--- src/rtl/emergency_preempt.sv ---
// Conditions the raw emergency-vehicle sensor into a clean, held, rate-limited
// preemption request for the traffic-light controller, with an event counter.
module emergency_preempt #(
    parameter int DEBOUNCE_CYCLES = 4,
    parameter int HOLD_CYCLES     = 16,
    parameter int COOLDOWN_CYCLES = 32,
    parameter int CNT_W           = 8
) (
    input  logic             clk,
    input  logic             rst,
    input  logic             sensor_in,
    input  logic             clear,
    output logic             emergency,
    output logic             busy,
    output logic [CNT_W-1:0] event_count
);

    localparam int DB_W = $clog2(DEBOUNCE_CYCLES + 1);
    localparam int HD_W = $clog2(HOLD_CYCLES + 1);
    localparam int CD_W = $clog2(COOLDOWN_CYCLES + 1);

    localparam logic [DB_W-1:0] DB_MAX  = DB_W'(DEBOUNCE_CYCLES);
    localparam logic [HD_W-1:0] HD_LAST = HD_W'(HOLD_CYCLES - 1);
    localparam logic [CD_W-1:0] CD_LAST = CD_W'(COOLDOWN_CYCLES - 1);

    typedef enum logic [1:0] {IDLE, QUAL, ACTIVE, COOLDOWN} state_t;

    state_t            state_q, state_d;
    logic              s1_q, s2_q;
    logic [DB_W-1:0]   db_q, db_d;
    logic [HD_W-1:0]   hd_q, hd_d;
    logic [CD_W-1:0]   cd_q, cd_d;
    logic              emergency_q, emergency_d;
    logic              busy_q, busy_d;
    logic [CNT_W-1:0]  event_count_q, event_count_d;

    // State, counters, synchronizer and registered outputs
    always_ff @(posedge clk or posedge rst) begin
        if (rst) begin
            state_q       <= IDLE;
            s1_q          <= 1'b0;
            s2_q          <= 1'b0;
            db_q          <= '0;
            hd_q          <= '0;
            cd_q          <= '0;
            emergency_q   <= 1'b0;
            busy_q        <= 1'b0;
            event_count_q <= '0;
        end else begin
            state_q       <= state_d;
            s1_q          <= sensor_in;
            s2_q          <= s1_q;
            db_q          <= db_d;
            hd_q          <= hd_d;
            cd_q          <= cd_d;
            emergency_q   <= emergency_d;
            busy_q        <= busy_d;
            event_count_q <= event_count_d;
        end
    end

    always_comb begin
        state_d = state_q;
        db_d    = db_q;
        hd_d    = hd_q;
        cd_d    = cd_q;
        case (state_q)
            IDLE: begin
                if (s2_q) begin
                    state_d = QUAL;
                    db_d    = DB_W'(1);
                end
            end
            QUAL: begin
                if (clear || !s2_q) begin
                    state_d = IDLE;
                end else if (db_q == DB_MAX) begin
                    state_d = ACTIVE;
                    hd_d    = '0;
                end else begin
                    db_d = db_q + DB_W'(1);
                end
            end
            ACTIVE: begin
                // A manual cancel skips the remaining hold time.
                if (clear || (hd_q >= HD_LAST && !s2_q)) begin
                    state_d = COOLDOWN;
                    cd_d    = '0;
                end else if (hd_q < HD_LAST) begin
                    hd_d = hd_q + HD_W'(1);
                end
            end
            COOLDOWN: begin
                if (cd_q == CD_LAST) begin
                    state_d = IDLE;
                end else begin
                    cd_d = cd_q + CD_W'(1);
                end
            end
            default: state_d = IDLE;
        endcase
    end

    always_comb begin
        emergency_d   = (state_d == ACTIVE);
        busy_d        = (state_d != IDLE);
        event_count_d = event_count_q;
        if (state_q == QUAL && state_d == ACTIVE && event_count_q != {CNT_W{1'b1}}) begin
            event_count_d = event_count_q + CNT_W'(1);
        end
    end

    assign emergency   = emergency_q;
    assign busy        = busy_q;
    assign event_count = event_count_q;

endmodule

--- config.mk ---
export PLATFORM = sky130hd
export DESIGN_NAME = emergency_preempt
export DESIGN_NICKNAME = d
export VERILOG_FILES = /design/src/rtl/emergency_preempt.sv
export SDC_FILE = /design/constraint.sdc
export NUM_CORES = 1
export LEC_CHECK = 0
export BUFFER_PORTS_ARGS = -buffer_cell sky130_fd_sc_hd__buf_2
export CAP_MARGIN = 30
export CELL_PAD_IN_SITES_DETAIL_PLACEMENT = 2
export CELL_PAD_IN_SITES_GLOBAL_PLACEMENT = 2
export CORE_MARGIN = 4
export CORE_UTILIZATION = 38
export DETAILED_ROUTE_END_ITERATION = 7
export PLACE_DENSITY_LB_ADDON = 0.1
export REMOVE_ABC_BUFFERS = 1
export SYNTH_ARGS = -nofsm -noshare
export SYNTH_HDL_FRONTEND = slang
export SYNTH_SLANG_ARGS = --single-unit
export TNS_END_PERCENT = 20
--- constraint.sdc ---
create_clock -name clk -period 2.8 [get_ports clk]
set_input_delay 0.28 -clock clk [delete_from_list [all_inputs] [get_ports clk]]
set_output_delay 0.28 -clock clk [all_outputs]
set_load 0.02 [all_outputs]
* After elaboration in Yosys (flattened, before gate mapping)
Index checks and enable logic that the tools add are counted.
** Storage, ports and cells
- Register bits :: 28
- Bits in latches :: 0
- Memory bits (writable) :: 0
- Memory bits (read-only) :: 0
- Output and inout port bits :: 10
- Logic and storage cells :: 62
- Memories kept :: 0
** Operators by class
- Add/sub/neg operators :: 4
- Multipliers :: 0
- Divide/modulo/power cells :: 0
- Order comparisons :: 2
- Equal/unequal tests :: 15
- Shift-type cells :: 0
- Mux-type cells :: 18
- Bitwise operators :: 0
- Reductions and logical operators :: 14
** Operators with widths (number)
- two-way mux 5 bit :: 4
- != test 2 bit, second input constant :: 8
- two-way mux 6 bit :: 2
- case mux 6 bit (2 select lines) :: 1
- two-way mux 2 bit :: 5
- case mux 5 bit (2 select lines) :: 1
- two-way mux 3 bit :: 3
- adder 8 x 1 -> 8 bit, second input constant :: 1
- != test 8 bit, second input constant :: 1
- case mux 2 bit (4 select lines) :: 1
- nonzero test 2 bit :: 4
- adder 6 x 1 -> 6 bit, second input constant :: 1
- equality test 2 bit, second input constant :: 3
- equality test 6 x 5 -> 1 bit, second input constant :: 1
- case mux 3 bit (2 select lines) :: 1
- adder 5 x 1 -> 5 bit, second input constant :: 1
- >= comparator 5 x 4 -> 1 bit, second input constant :: 1
- less-than comparator 5 x 4 -> 1 bit, second input constant :: 1
- AND reduction 5 bit :: 1
- AND reduction 4 bit :: 1
- adder 3 x 1 -> 3 bit, second input constant :: 1
- equality test 3 bit, second input constant :: 1
- logical AND 1 bit :: 3
- AND reduction 3 bit :: 1
- other kinds (4) :: 5

* Longest topological paths before layout
Gate-level depths: netlist of run 1.
- Depth in word-level cells :: 8
- Gate-level depth with buffers :: 7

* Least setup slack after synthesis of run 1
Ideal clock, no wire load.
- Path type :: register to register
- Start :: reg hd_q[0]
- End :: reg cd_q[5]
- Data arrival time :: 1.819 ns
- Data required time :: 2.666 ns
- Path slack :: 0.848 ns
- Cell stages (with the launch flop) :: 8
- Period minus slack after synthesis :: 1.952 ns
- Path through :: dfrtp_1 > ha_1 > and3_1 > ha_1 > or4_1 > o22ai_2 > nor4_1 > mux2i_1
** Between the ends
- Cells in the longest elaborated chain, start to end :: 5
** RTL lines
- start: declaration :: RTL line 31 : logic [HD_W-1:0] hd_q, hd_d;
- start signal: assignment :: RTL line 44 : hd_q <= '0;
- start signal: assignment :: RTL line 54 : hd_q <= hd_d;
- >= comparator 5 x 4 -> 1 bit :: RTL line 86 : if (clear || (hd_q >= HD_LAST && !s2_q)) begin
- logical AND 1 bit :: RTL line 86
- logical OR 1 bit :: RTL line 86
- != test 2 bit (no line)
- AND reduction 3 bit (no line)
- end signal: assignment :: RTL line 45 : cd_q <= '0;
- end signal: assignment :: RTL line 55 : cd_q <= cd_d;
- end: declaration :: RTL line 32 : logic [CD_W-1:0] cd_q, cd_d;
No other way between the ends.
A chain may end at the register's enable or synchronous reset.

* Worst setup path in the final report of run 1
- Start :: reg hd_q[0]
- End :: reg cd_q[3]
The elaborated chain is that of the path after synthesis.

==> qor.csv, run 1 <==
stage;metric;value;unit
clock_tree;ctsResizeCount;0;
routing;first_pass_iters;2;
yosys;yosys.area_share.simple;23.8;%
yosys;avgSynthCellArea;10.7;um2
worst_setup_path;slowest_delay;0.44;ns
yosys;synthFlopType;dfrtp_1;
worst_setup_path;required;3.01;ns
sta;max_freq;465;MHz
worst_setup_path;crit_fanout;6;
cells_and_area;layout-drive-gt1-share;17.5;%
clock_tree;htree_levels;1;
yosys;yosysTopAreaCellShare;47.7;%
yosys;ys_seq_elements;28;
clock_tree;clock-sinks;28;
sta;slew_violations;0;
placement;port_buffers;13;
worst_setup_path;cp-end-kind;flop;
floorplan;rows;22;
routing;vias;1115;
power;peakVddDrop;0.242;mV
sta;slew_headroom;64.9;%
routing;dr.first_iter.drc_count;29;
clock_tree;cts_tree;yes;
worst_setup_path;arrival;2.36;ns
cells_and_area;multi_input_comb_area;733;um2
worst_setup_path;critical_path.top_delay_family;simple AND/OR/NAND/NOR gates;
routing;routed_wl;3.29;mm
floorplan;io_pins;14;
yosys;synth_warnings;0;
sta;grt_setup_unrepaired;no;
global_route;antenna_found_initial;0;
yosys;synthAdderAreaFrac;5.11;%
sta;hold_violations;0;
power;p_total;1.13;mW
routing;wl_per_cell;16.3;um
run_status;status;complete, no violations;
yosys;synthesis.area;1470;um2
worst_setup_path;crit_buf_inv;0;
sta;period_minus_slack;2.15;ns
yosys;synth-xor-area-share;4.77;%
yosys;synthArstFlopShare;100;%
yosys;synth_compound_area_share;12.4;%
global_route;grt_util_all_layers;14.6;%
worst_setup_path;cp-start-kind;flop;
clock_tree;ctsHoldBuffers;0;
routing;ant_nets;0;
placement;gp_congestion;0.810;
sta;whs;0.0436;ns
cells_and_area;regArea;701;um2
worst_setup_path;crit_top_cell;ha_1;
cells_and_area;nFillCells;394;
yosys;synthTopCellsByArea;dfrtp_1 (48%), ha_1 (5.1%), nand3_1 (4.1%);
floorplan;die_h;70.2;um
min_path;min_path_type;primary input to asynchronous set/reset pin;
yosys;ys_seq_area_share;47.7;%
clock_tree;post-cts-setup-buffer-count;0;
global_route;grt_pass1_vias;1193;
routing;drc;0;
clock_tree;clk_pin_slew;0.10;ns
floorplan;core-area;3690;um2
cells_and_area;synthToLayoutAreaGrowth;12.1;%
clock_tree;clockBufferDepth;2;
power;p_leak;0.766;nW
sta;finalSetupTns;0;ns
floorplan;die-area;4930;um2
global_route;grt_pass1_wl;5.77;mm
sta;worst_slew_pin_slew;0.523;ns
worst_setup_path;critical_path_class;flop to flop;
sta;clock_skew;0.00420;ns
flow_run;max_cap_viol_count;0;
power;power.density;686;nW/um2
worst_setup_path;crit_path_top_delay_cell;dfrtp_1;
yosys;synth_top_family_by_area;simple AND/OR/NAND/NOR gates;
global_route;grt_max_degree;29;
floorplan;die_x;70.2;um
floorplan;start_util;39.9;%
sta;finalCritPeriodShare;76.8;%
cells_and_area;nNetsFinal;165;
yosys;synth_edf_count;0;
clock_tree;cts-root-buf;clkbuf_8;
global_route;grt-ovfl-total;0;
clock_tree;numCtsBuffers;3;
yosys;synth_cell_types;41;
yosys;synth_mux_area_share;3.74;%
routing;via_per_inst;5.52;
sta;setup_viol;0;
clock_tree;insertion_delay;0.28;ns
cells_and_area;n_antenna_cell;0;
worst_setup_path;worstPathCellList;ha_1 > and3_1 > ha_1 > or3_1 > o211ai_1 > nand2b_1 > mux2i_1;
yosys;netlist_instances;138;
placement;hpwl;2.49;mm
yosys;yosysTopAreaCell;dfrtp_1;
## registers in the layout (all words and copies together) (netlist names)
register / cells
busy: 1
cd_q: 6
db_q: 3
emergency: 1
event_count: 8
hd_q: 5
s1_q: 1
s2_q: 1
state_q: 2
## where the power goes
group / internal [mW] / leakage [nW] / switching [mW]
sequential: 0.476 / 0.356 / 0.0877
clock: 0.126 / 0.0288 / 0.137
combinational: 0.128 / 0.381 / 0.176
total: 0.731 / 0.766 / 0.400
## cells in the mapped netlist, types with 2 or more instances
cell	count
nand3b_1	2
xor2_1	2
o2111ai_1	2
and2_1	2
xnor2_1	6
o21ai_0	7
mux2i_1	4
and3_1	5
buf_2	2
dfrtp_1	28
a21oi_1	4
inv_1	7
ha_1	6
o21ai_1	2
nor2_1	5
and4_1	2
nand2b_1	4
o211ai_1	2
nand4_1	2
nand3_1	12
nand2_1	12
## worst paths after layout
check | start | to | slack [ns] | depth (start not counted)
worst max-delay path | hd_q[0] | cd_q[3] | 0.65 | 7
worst min-delay path | rst | hd_q[1] | 0.04 | 3
worst max register to register | hd_q[0] | cd_q[3] | 0.65 | 7
worst min register to register | s1_q | s2_q | 0.36 | 0
max in group asynchronous | rst | db_q[2] | 2.48 | 3
min in group clk | sensor_in | s1_q | 0.10 | 1
## cell families after synthesis
group,count (synthesis)
simple gates,58
flops,28
compound gates,24
buf+inv,9
xor+xnor,8
fa+ha+maj,6
mux,5
## through the flow
| stage | cells | utilization [%] | instance area [um2] | worst slack (ns) |
|---|---|---|---|---|
| 2_1_floorplan | 136 | - | 1460 | 0.848 |
| 3_3_place_gp | 198 | 43.2 | 1590 | 0.758 |
| 3_5_place_dp | 198 | 43.2 | 1590 | 0.645 |
| 4_1_cts | 202 | 44.7 | 1650 | 0.604 |
| 5_1_grt | 202 | 44.7 | 1650 | 0.488 |
| 6_report | 202 | 44.7 | 1650 | 0.649 |
## cells in the final DEF, fill, tap and decap left out, drive strengths merged
| master | count |
|---|---|
| nand4b | 1 |
| nand2 | 13 |
| a21oi | 4 |
| nor4 | 1 |
| o2111ai | 2 |
| or4 | 1 |
| nand4 | 2 |
| ha | 6 |
| o22ai | 2 |
| inv | 7 |
| o21ba | 1 |
| mux2i | 4 |
| o21ai | 9 |
| or3 | 1 |
| mux2 | 1 |
| a221oi | 1 |
| nand2b | 4 |
| o211ai | 2 |
| and2 | 2 |
| and4 | 2 |
| a32o | 1 |
| nor2 | 5 |
| xor2 | 2 |
| xnor2 | 6 |
| and4bb | 2 |
| buf | 14 |
| dfrtp | 28 |
| clkbuf | 4 |
| nor2b | 1 |
| a41o | 1 |
| nand3b | 2 |
| and2b | 2 |
| a2111oi | 1 |
| and3 | 5 |
| nor4b | 1 |
| nand3 | 13 |
## cell type report
cell class                 instances  area share, %
inverter                           7           1.59
timing repair buffer              14           4.40
sequential                        28           42.5
clock buffer                       4           3.34
tap                               48           3.64
multi-input combinational        101           44.5
## layer usage
metal  routed length [um]  global-route usage (%)  up-vias  part of all wire (%)
li1                     -                       -      532                     -
met1                 1480                    18.2      565                    45
met2                 1700                    25.6       12                    52
met3                   66                    2.16        6                   2.0
met4                   45                    5.11        0                   1.4
met5                    0                       0        -                     0
## tightest hold or removal path, stage by stage
cell	delay, ns
buf_2	0.10
inv_1	0.04
buf_4	0.33
(Power assumes the default switching activity.)
==> run 2, diff against run 1 <==
--- a/config.mk
+++ b/config.mk
@@ -10,7 +10,7 @@
 export CELL_PAD_IN_SITES_DETAIL_PLACEMENT = 2
 export CELL_PAD_IN_SITES_GLOBAL_PLACEMENT = 2
 export CORE_MARGIN = 4
-export CORE_UTILIZATION = 38
+export CORE_UTILIZATION = 34
 export DETAILED_ROUTE_END_ITERATION = 7
 export PLACE_DENSITY_LB_ADDON = 0.1
 export REMOVE_ABC_BUFFERS = 1
==> constraint.sdc (replaced) <==
create_clock -name clk -period 1.86 [get_ports clk]
set_input_delay 0.186 -clock clk [delete_from_list [all_inputs] [get_ports clk]]
set_output_delay 0.186 -clock clk [all_outputs]
set_load 0.02 [all_outputs]
==> run 2 against run 1 <==
Net effect:
- the flow now finishes with violations (negative setup slack)
- sequential cell count stayed put
- cell count is 7.9% higher
- clock skew is 0.0014 ns higher
- worst hold slack better by 0.30 ns
- non-clock buffer count is 14 higher
- sequential share of layout area is 4.5 points lower
- die area is 10% higher
- largest power group unchanged
==> qor.csv, run 2 (synthesized netlist as in run 1, its figures left out) <==
stage;metric;value;unit;change
routing;wl_per_cell;17.6;um;was 16.3 um
global_route;grt-ovfl-total;0;;unchanged
global_route;grt_pass1_wl;6.71;mm;was 5.77 mm
sta;grt_setup_unrepaired;yes;;was no
worst_setup_path;crit_fanout;5;;was 6
clock_tree;insertion_delay;0.28;ns;about the same
power;peakVddDrop;0.275;mV;was 0.242 mV
cells_and_area;synthToLayoutAreaGrowth;25.4;%;was 12.1%
cells_and_area;layout_common_cells;dfrtp_1 (27), buf_2 (13), buf_4 (13);;was dfrtp_1 (28), buf_2 (13), nand2_1 (12), nand3_1 (12)
worst_setup_path;cp-start-kind;flop;;unchanged
floorplan;rows;23;;was 22
floorplan;die_x;73.8;um;was 70.2 um
routing;vias;1163;;was 1115
clock_tree;clock-sinks;28;;unchanged
placement;port_buffers;13;;unchanged
sta;period_minus_slack;1.93;ns;was 2.15 ns
placement;dp.cells;209;;was 198
global_route;grt_max_degree;29;;unchanged
routing;first_pass_iters;3;;was 2
clock_tree;clockBufferDepth;2;;unchanged
min_path;hold_start;clear;;
worst_setup_path;cp-startpoint;hd_q[0];;unchanged
cells_and_area;multi_input_comb_area;800;um2;was 733 um2
run_status;status;finished with violations;;was complete, no violations
clock_tree;htree_levels;1;;unchanged
sta;slew_headroom;67.3;%;was 64.9%
routing;ant_nets;0;;unchanged
sta;clock_skew;0.00562;ns;was 0.00420 ns
cells_and_area;nFillCells;452;;was 394
worst_setup_path;cp-end-kind;flop;;unchanged
placement;placed_area;1660;um2;was 1590 um2
global_route;grt_pass1_vias;1334;;was 1193
worst_setup_path;slowest_delay;0.43;ns;was 0.44 ns
cells_and_area;instances_no_fill;218;;was 202
sta;max_freq;518;MHz;was 465 MHz
sta;setup_viol;4;;was 0
routing;routed_wl;3.84;mm;was 3.29 mm
sta;hold_violations;0;;unchanged
global_route;antenna_found_initial;0;;unchanged
floorplan;die-area;5440;um2;was 4930 um2
placement;hpwl;2.72;mm;was 2.49 mm
worst_setup_path;r2r_start;hd_q[0];;unchanged
global_route;grt_util_all_layers;16.0;%;was 14.6%
run_status;violations;negative setup slack;;
cells_and_area;fin_area;1840;um2;was 1650 um2
routing;via_per_inst;5.33;;was 5.52
cells_and_area;layout-drive-gt1-share;29.8;%;was 17.5%
cells_and_area;regArea;702;um2;was 701 um2
power;power.density;1040;nW/um2;was 686 nW/um2
floorplan;core-area;4090;um2;was 3690 um2
worst_setup_path;required;2.06;ns;was 3.01 ns
cells_and_area;mostFrequentLayoutCell;dfrtp_1;;unchanged
worst_setup_path;arrival;2.13;ns;was 2.36 ns
min_path;min_path_type;primary input to flop;;was primary input to asynchronous set/reset pin
flow_run;max_cap_viol_count;0;;unchanged
placement;gp_congestion;0.756;;was 0.810
cells_and_area;n_antenna_cell;0;;unchanged
sta;finalCritPeriodShare;104;%;was 76.8%
clock_tree;cts-root-buf;clkbuf_8;;unchanged
power;p_leak;0.843;nW;was 0.766 nW
floorplan;die_h;73.8;um;was 70.2 um
worst_setup_path;crit_path_top_delay_cell;or4_4;;was dfrtp_1
clock_tree;cts_tree;yes;;unchanged
routing;dr.first_iter.drc_count;27;;was 29
routing;drc;0;;unchanged
worst_setup_path;critical_path_class;flop to flop;;unchanged
worst_setup_path;worstPathCellList;ha_2 > and3_4 > ha_4 > or4_4 > o22ai_4 > nor4b_4 > mux2i_1;;was ha_1 > and3_1 > ha_1 > or3_1 > o211ai_1 > nand2b_1 > mux2i_1
floorplan;start_util;36.0;%;was 39.9%
cells_and_area;nNetsFinal;179;;was 165
clock_tree;clk_pin_slew;0.10;ns;about the same
cells_and_area;largest_reg_flops;8;;unchanged
sta;slew_violations;0;;unchanged
floorplan;io_pins;14;;unchanged
sta;worst_slew_pin_slew;0.486;ns;was 0.523 ns
sta;worst_slack;-0.0692;ns;was 0.649 ns
clock_tree;numCtsBuffers;3;;unchanged
run 2: critical path, delay by kind of cell, from the launching register on:
kind,cells,cell delay [ns]
mux,1,0.18
flops,1,0.41
simple gates,3,0.70
fa+ha+maj,2,0.35
compound gates,1,0.21
run 2: routing by layer:
| metal | GRT usage, % | up-vias | share of wire (%) |
|---|---|---|---|
| li1 | - | 560 | - |
| met5 | 0 | - | 0 |
| met3 | 2.19 | 2 | 2.1 |
| met4 | 4.23 | 0 | 0.57 |
| met1 | 20.2 | 591 | 43 |
| met2 | 28.1 | 10 | 54 |
run 2: area by class of cell:
type                       instances  share of cell area (%)
clock buffer                       3                    2.24
clock inverter                     1                    1.63
inverter                           7                    1.42
multi-input combinational        101                    43.4
sequential                        28                    38.1
tap                               50                    3.39
timing repair buffer              28                    9.91
run 2: timing repair:
item / 4_1_cts / 5_1_grt
endpoints found under the setup margin: 8 / 11
resized for setup: 9 / 5
hold endpoints to repair: 28 / 1
hold buffers: 1 / 1
setup buffers: 1 / 2
pin swaps: 5 / 4
run 2: final timing paths:
kind	depth (start not counted)	endpoint	slack, ns
setup reg to reg	7	cd_q[3]	-0.07
max in group asynchronous	4	state_q[0]	1.06
hold / removal	4	hd_q[0]	0.35
hold reg to reg	0	s2_q	0.37
min in group asynchronous	4	event_count[1]	0.51
setup / recovery	7	cd_q[3]	-0.07
run 2: power breakdown:
part	total (mW)	switching (mW)	internal, mW
registers	0.838	0.119	0.719
logic	0.592	0.335	0.256
clock network	0.495	0.207	0.288
total	1.93	0.661	1.26
run 2: stage by stage:
stage	hold WS, ns	TNS [ns]	power, mW	worst slack, ns	util [%]
detailed placement	0.287	-0.853	1.39	-0.192	40.7
finish	0.346	-0.156	1.93	-0.0692	45.1
global placement	0.272	-0.529	1.34	-0.145	40.7
floorplan	0.217	-0.220	1.17	-0.0925	-
CTS	0.000534	-0.270	1.91	-0.0810	44.0
global route	0.377	-0.730	2.06	-0.177	45.1
==> run 3, diff against run 2 <==
--- a/config.mk
+++ b/config.mk
@@ -7,12 +7,8 @@
 export LEC_CHECK = 0
 export BUFFER_PORTS_ARGS = -buffer_cell sky130_fd_sc_hd__buf_2
 export CAP_MARGIN = 30
-export CELL_PAD_IN_SITES_DETAIL_PLACEMENT = 2
-export CELL_PAD_IN_SITES_GLOBAL_PLACEMENT = 2
-export CORE_MARGIN = 4
-export CORE_UTILIZATION = 34
+export CORE_UTILIZATION = 40
 export DETAILED_ROUTE_END_ITERATION = 7
-export PLACE_DENSITY_LB_ADDON = 0.1
 export REMOVE_ABC_BUFFERS = 1
 export SYNTH_ARGS = -nofsm -noshare
 export SYNTH_HDL_FRONTEND = slang
==> run 3 against run 2 <==
Net effect:
- the run still ends with negative setup slack left
- utilization increased by 6.9 points
- via count is 3.9% lower
- sequential cell count stayed put
- first-iteration DRC count up 33%
- critical path depth unchanged
- sequential power down 3.2%
- critical path type unchanged
==> qor.csv, run 3 (synthesized netlist as in run 1, its figures left out) <==
stage;metric;value;unit;change
routing;wl_per_cell;13.3;um;was 17.6 um
run_status;violations;negative setup slack;;unchanged
flow_run;max_cap_viol_count;0;;unchanged
clock_tree;clock-sinks;28;;unchanged
floorplan;die_x;62.6;um;was 73.8 um
clock_tree;clk_pin_slew;0.15;ns;was 0.10 ns
worst_setup_path;crit_fanout;5;;unchanged
cells_and_area;synthToLayoutAreaGrowth;20.9;%;was 25.4%
power;peakVddDrop;0.347;mV;was 0.275 mV
placement;placed_area;1660;um2;about the same
cells_and_area;multi_input_comb_area;779;um2;was 800 um2
sta;hold_violations;0;;unchanged
sta;grt_setup_unrepaired;yes;;unchanged
routing;vias;1118;;was 1163
clock_tree;cts-root-buf;clkbuf_4;;was clkbuf_8
sta;setup_viol;1;;was 4
cells_and_area;nNetsFinal;176;;was 179
cells_and_area;fin_area;1780;um2;was 1840 um2
placement;port_buffers;13;;unchanged
cells_and_area;nFillCells;314;;was 452
routing;first_pass_iters;4;;was 3
cells_and_area;largest_reg_flops;8;;unchanged
global_route;grt_pass1_vias;1106;;was 1334
global_route;antenna_found_initial;0;;unchanged
floorplan;die_h;62.6;um;was 73.8 um
sta;worst_slew_pin_slew;0.588;ns;was 0.486 ns
cells_and_area;layout-drive-gt1-share;26.1;%;was 29.8%
clock_tree;insertion_delay;0.33;ns;was 0.28 ns
sta;slew_violations;0;;unchanged
worst_setup_path;required;2.07;ns;was 2.06 ns
routing;dr.first_iter.drc_count;36;;was 27
worst_setup_path;cp-end-kind;flop;;unchanged
power;p_leak;0.814;nW;was 0.843 nW
floorplan;core-area;3420;um2;was 4090 um2
clock_tree;post-cts-setup-buffer-count;0;;was 1
routing;routed_wl;2.80;mm;was 3.84 mm
cells_and_area;layout_common_cells;dfrtp_1 (28), buf_2 (13), nand2_1 (12), nand3_1 (12), buf_4 (10);;was dfrtp_1 (27), buf_2 (13), buf_4 (13)
power;power.density;982;nW/um2;was 1040 nW/um2
routing;drc;0;;unchanged
global_route;grt_pass1_wl;4.97;mm;was 6.71 mm
global_route;grt_util_all_layers;15.9;%;was 16.0%
cells_and_area;mostFrequentLayoutCell;dfrtp_1;;unchanged
floorplan;start_util;43.0;%;was 36.0%
clock_tree;cts_tree;yes;;unchanged
sta;period_minus_slack;1.86;ns;was 1.93 ns
floorplan;rows;21;;was 23
cells_and_area;n_antenna_cell;0;;unchanged
placement;hpwl;2.06;mm;was 2.72 mm
sta;finalCritPeriodShare;100;%;was 104%
run_status;status;finished with violations;;unchanged
routing;via_per_inst;5.30;;was 5.33
placement;gp_congestion;0.779;;was 0.756
cells_and_area;regArea;701;um2;was 702 um2
cells_and_area;fin_util;52.0;%;was 45.1%
clock_tree;numCtsBuffers;3;;unchanged
sta;worst_slack;-0.00394;ns;was -0.0692 ns
sta;max_freq;536;MHz;was 518 MHz
clock_tree;clockBufferDepth;2;;unchanged
worst_setup_path;arrival;2.08;ns;was 2.13 ns
min_path;min_path_type;primary input to flop;;unchanged
worst_setup_path;cp-start-kind;flop;;unchanged
worst_setup_path;critical_path_class;flop to flop;;unchanged
sta;slew_headroom;60.6;%;was 67.3%
routing;ant_nets;0;;unchanged
global_route;grt_max_degree;29;;unchanged
floorplan;die-area;3920;um2;was 5440 um2
sta;clock_skew;0.0136;ns;was 0.00562 ns
clock_tree;htree_levels;1;;unchanged
floorplan;io_pins;14;;unchanged
power;p_total;1.75;mW;was 1.93 mW
global_route;grt-ovfl-total;0;;unchanged
==> run 3: cell type report <==
type	count	share of cell area, %
Multi-Input combinational cell	101	43.9
Sequential cell	28	39.4
Timing Repair Buffer	25	9.01
Tap cell	46	3.24
Clock inverter	1	1.69
Inverter	7	1.48
Clock buffer	3	1.27
==> run 3: metrics by stage <==
stage / hold WS [ns] / setup WS (ns) / instances / TNS [ns]
after floorplan: 0.217 / -0.0925 / 136 / -0.220
after global placement: 0.267 / -0.122 / 205 / -0.402
after detailed placement: 0.276 / -0.158 / 205 / -0.606
after CTS: 0.247 / -0.0288 / 211 / -0.0539
after global routing: 0.272 / -0.109 / 211 / -0.408
final: 0.251 / -0.00394 / 211 / -0.00394
==> run 3: what timing repair did <==
action                                  4_1_cts  5_1_grt
pin swaps                                     5        4
hold buffers                                  2        0
gates resized for setup                       8        1
hold endpoints to repair                     29        0
endpoints found under the setup margin        8        8
==> run 3: worst paths after layout <==
check                           startpoint  endpoint  slack, ns  depth (start not counted)
worst max-delay path               hd_q[0]   cd_q[3]     -0.004                          7
worst min-delay path                 clear   hd_q[0]       0.25                          4
worst max register to register     hd_q[0]   cd_q[3]     -0.004                          7
worst min register to register        s1_q      s2_q       0.38                          0
max in group asynchronous              rst   cd_q[5]       1.14                          4
min in group asynchronous              rst      s1_q       0.45                          4
==> run 3: critical path, stage by stage, from the launching register on <==
cell	delay, ns
dfrtp_1	0.42
ha_2	0.19
and3_4	0.15
ha_4	0.15
or4_4	0.43
o22ai_4	0.18
nor4b_2	0.09
mux2i_1	0.14
==> run 3: routing by layer <==
metal  global-route usage, %  vias to the layer above  routed length (um)
met5                       0                        -                   0
met4                    4.36                        0                  26
met1                    20.2                      544                1330
met2                    27.4                       15                1380
li1                        -                      555                   -
met3                    2.74                        4                  62
==> run 3: power breakdown <==
part           switching, mW  internal [mW]  leakage, nW
Clock                  0.174          0.218       0.0279
Sequential            0.0949          0.716        0.356
Combinational          0.304          0.238        0.430
Total                  0.573           1.17        0.814
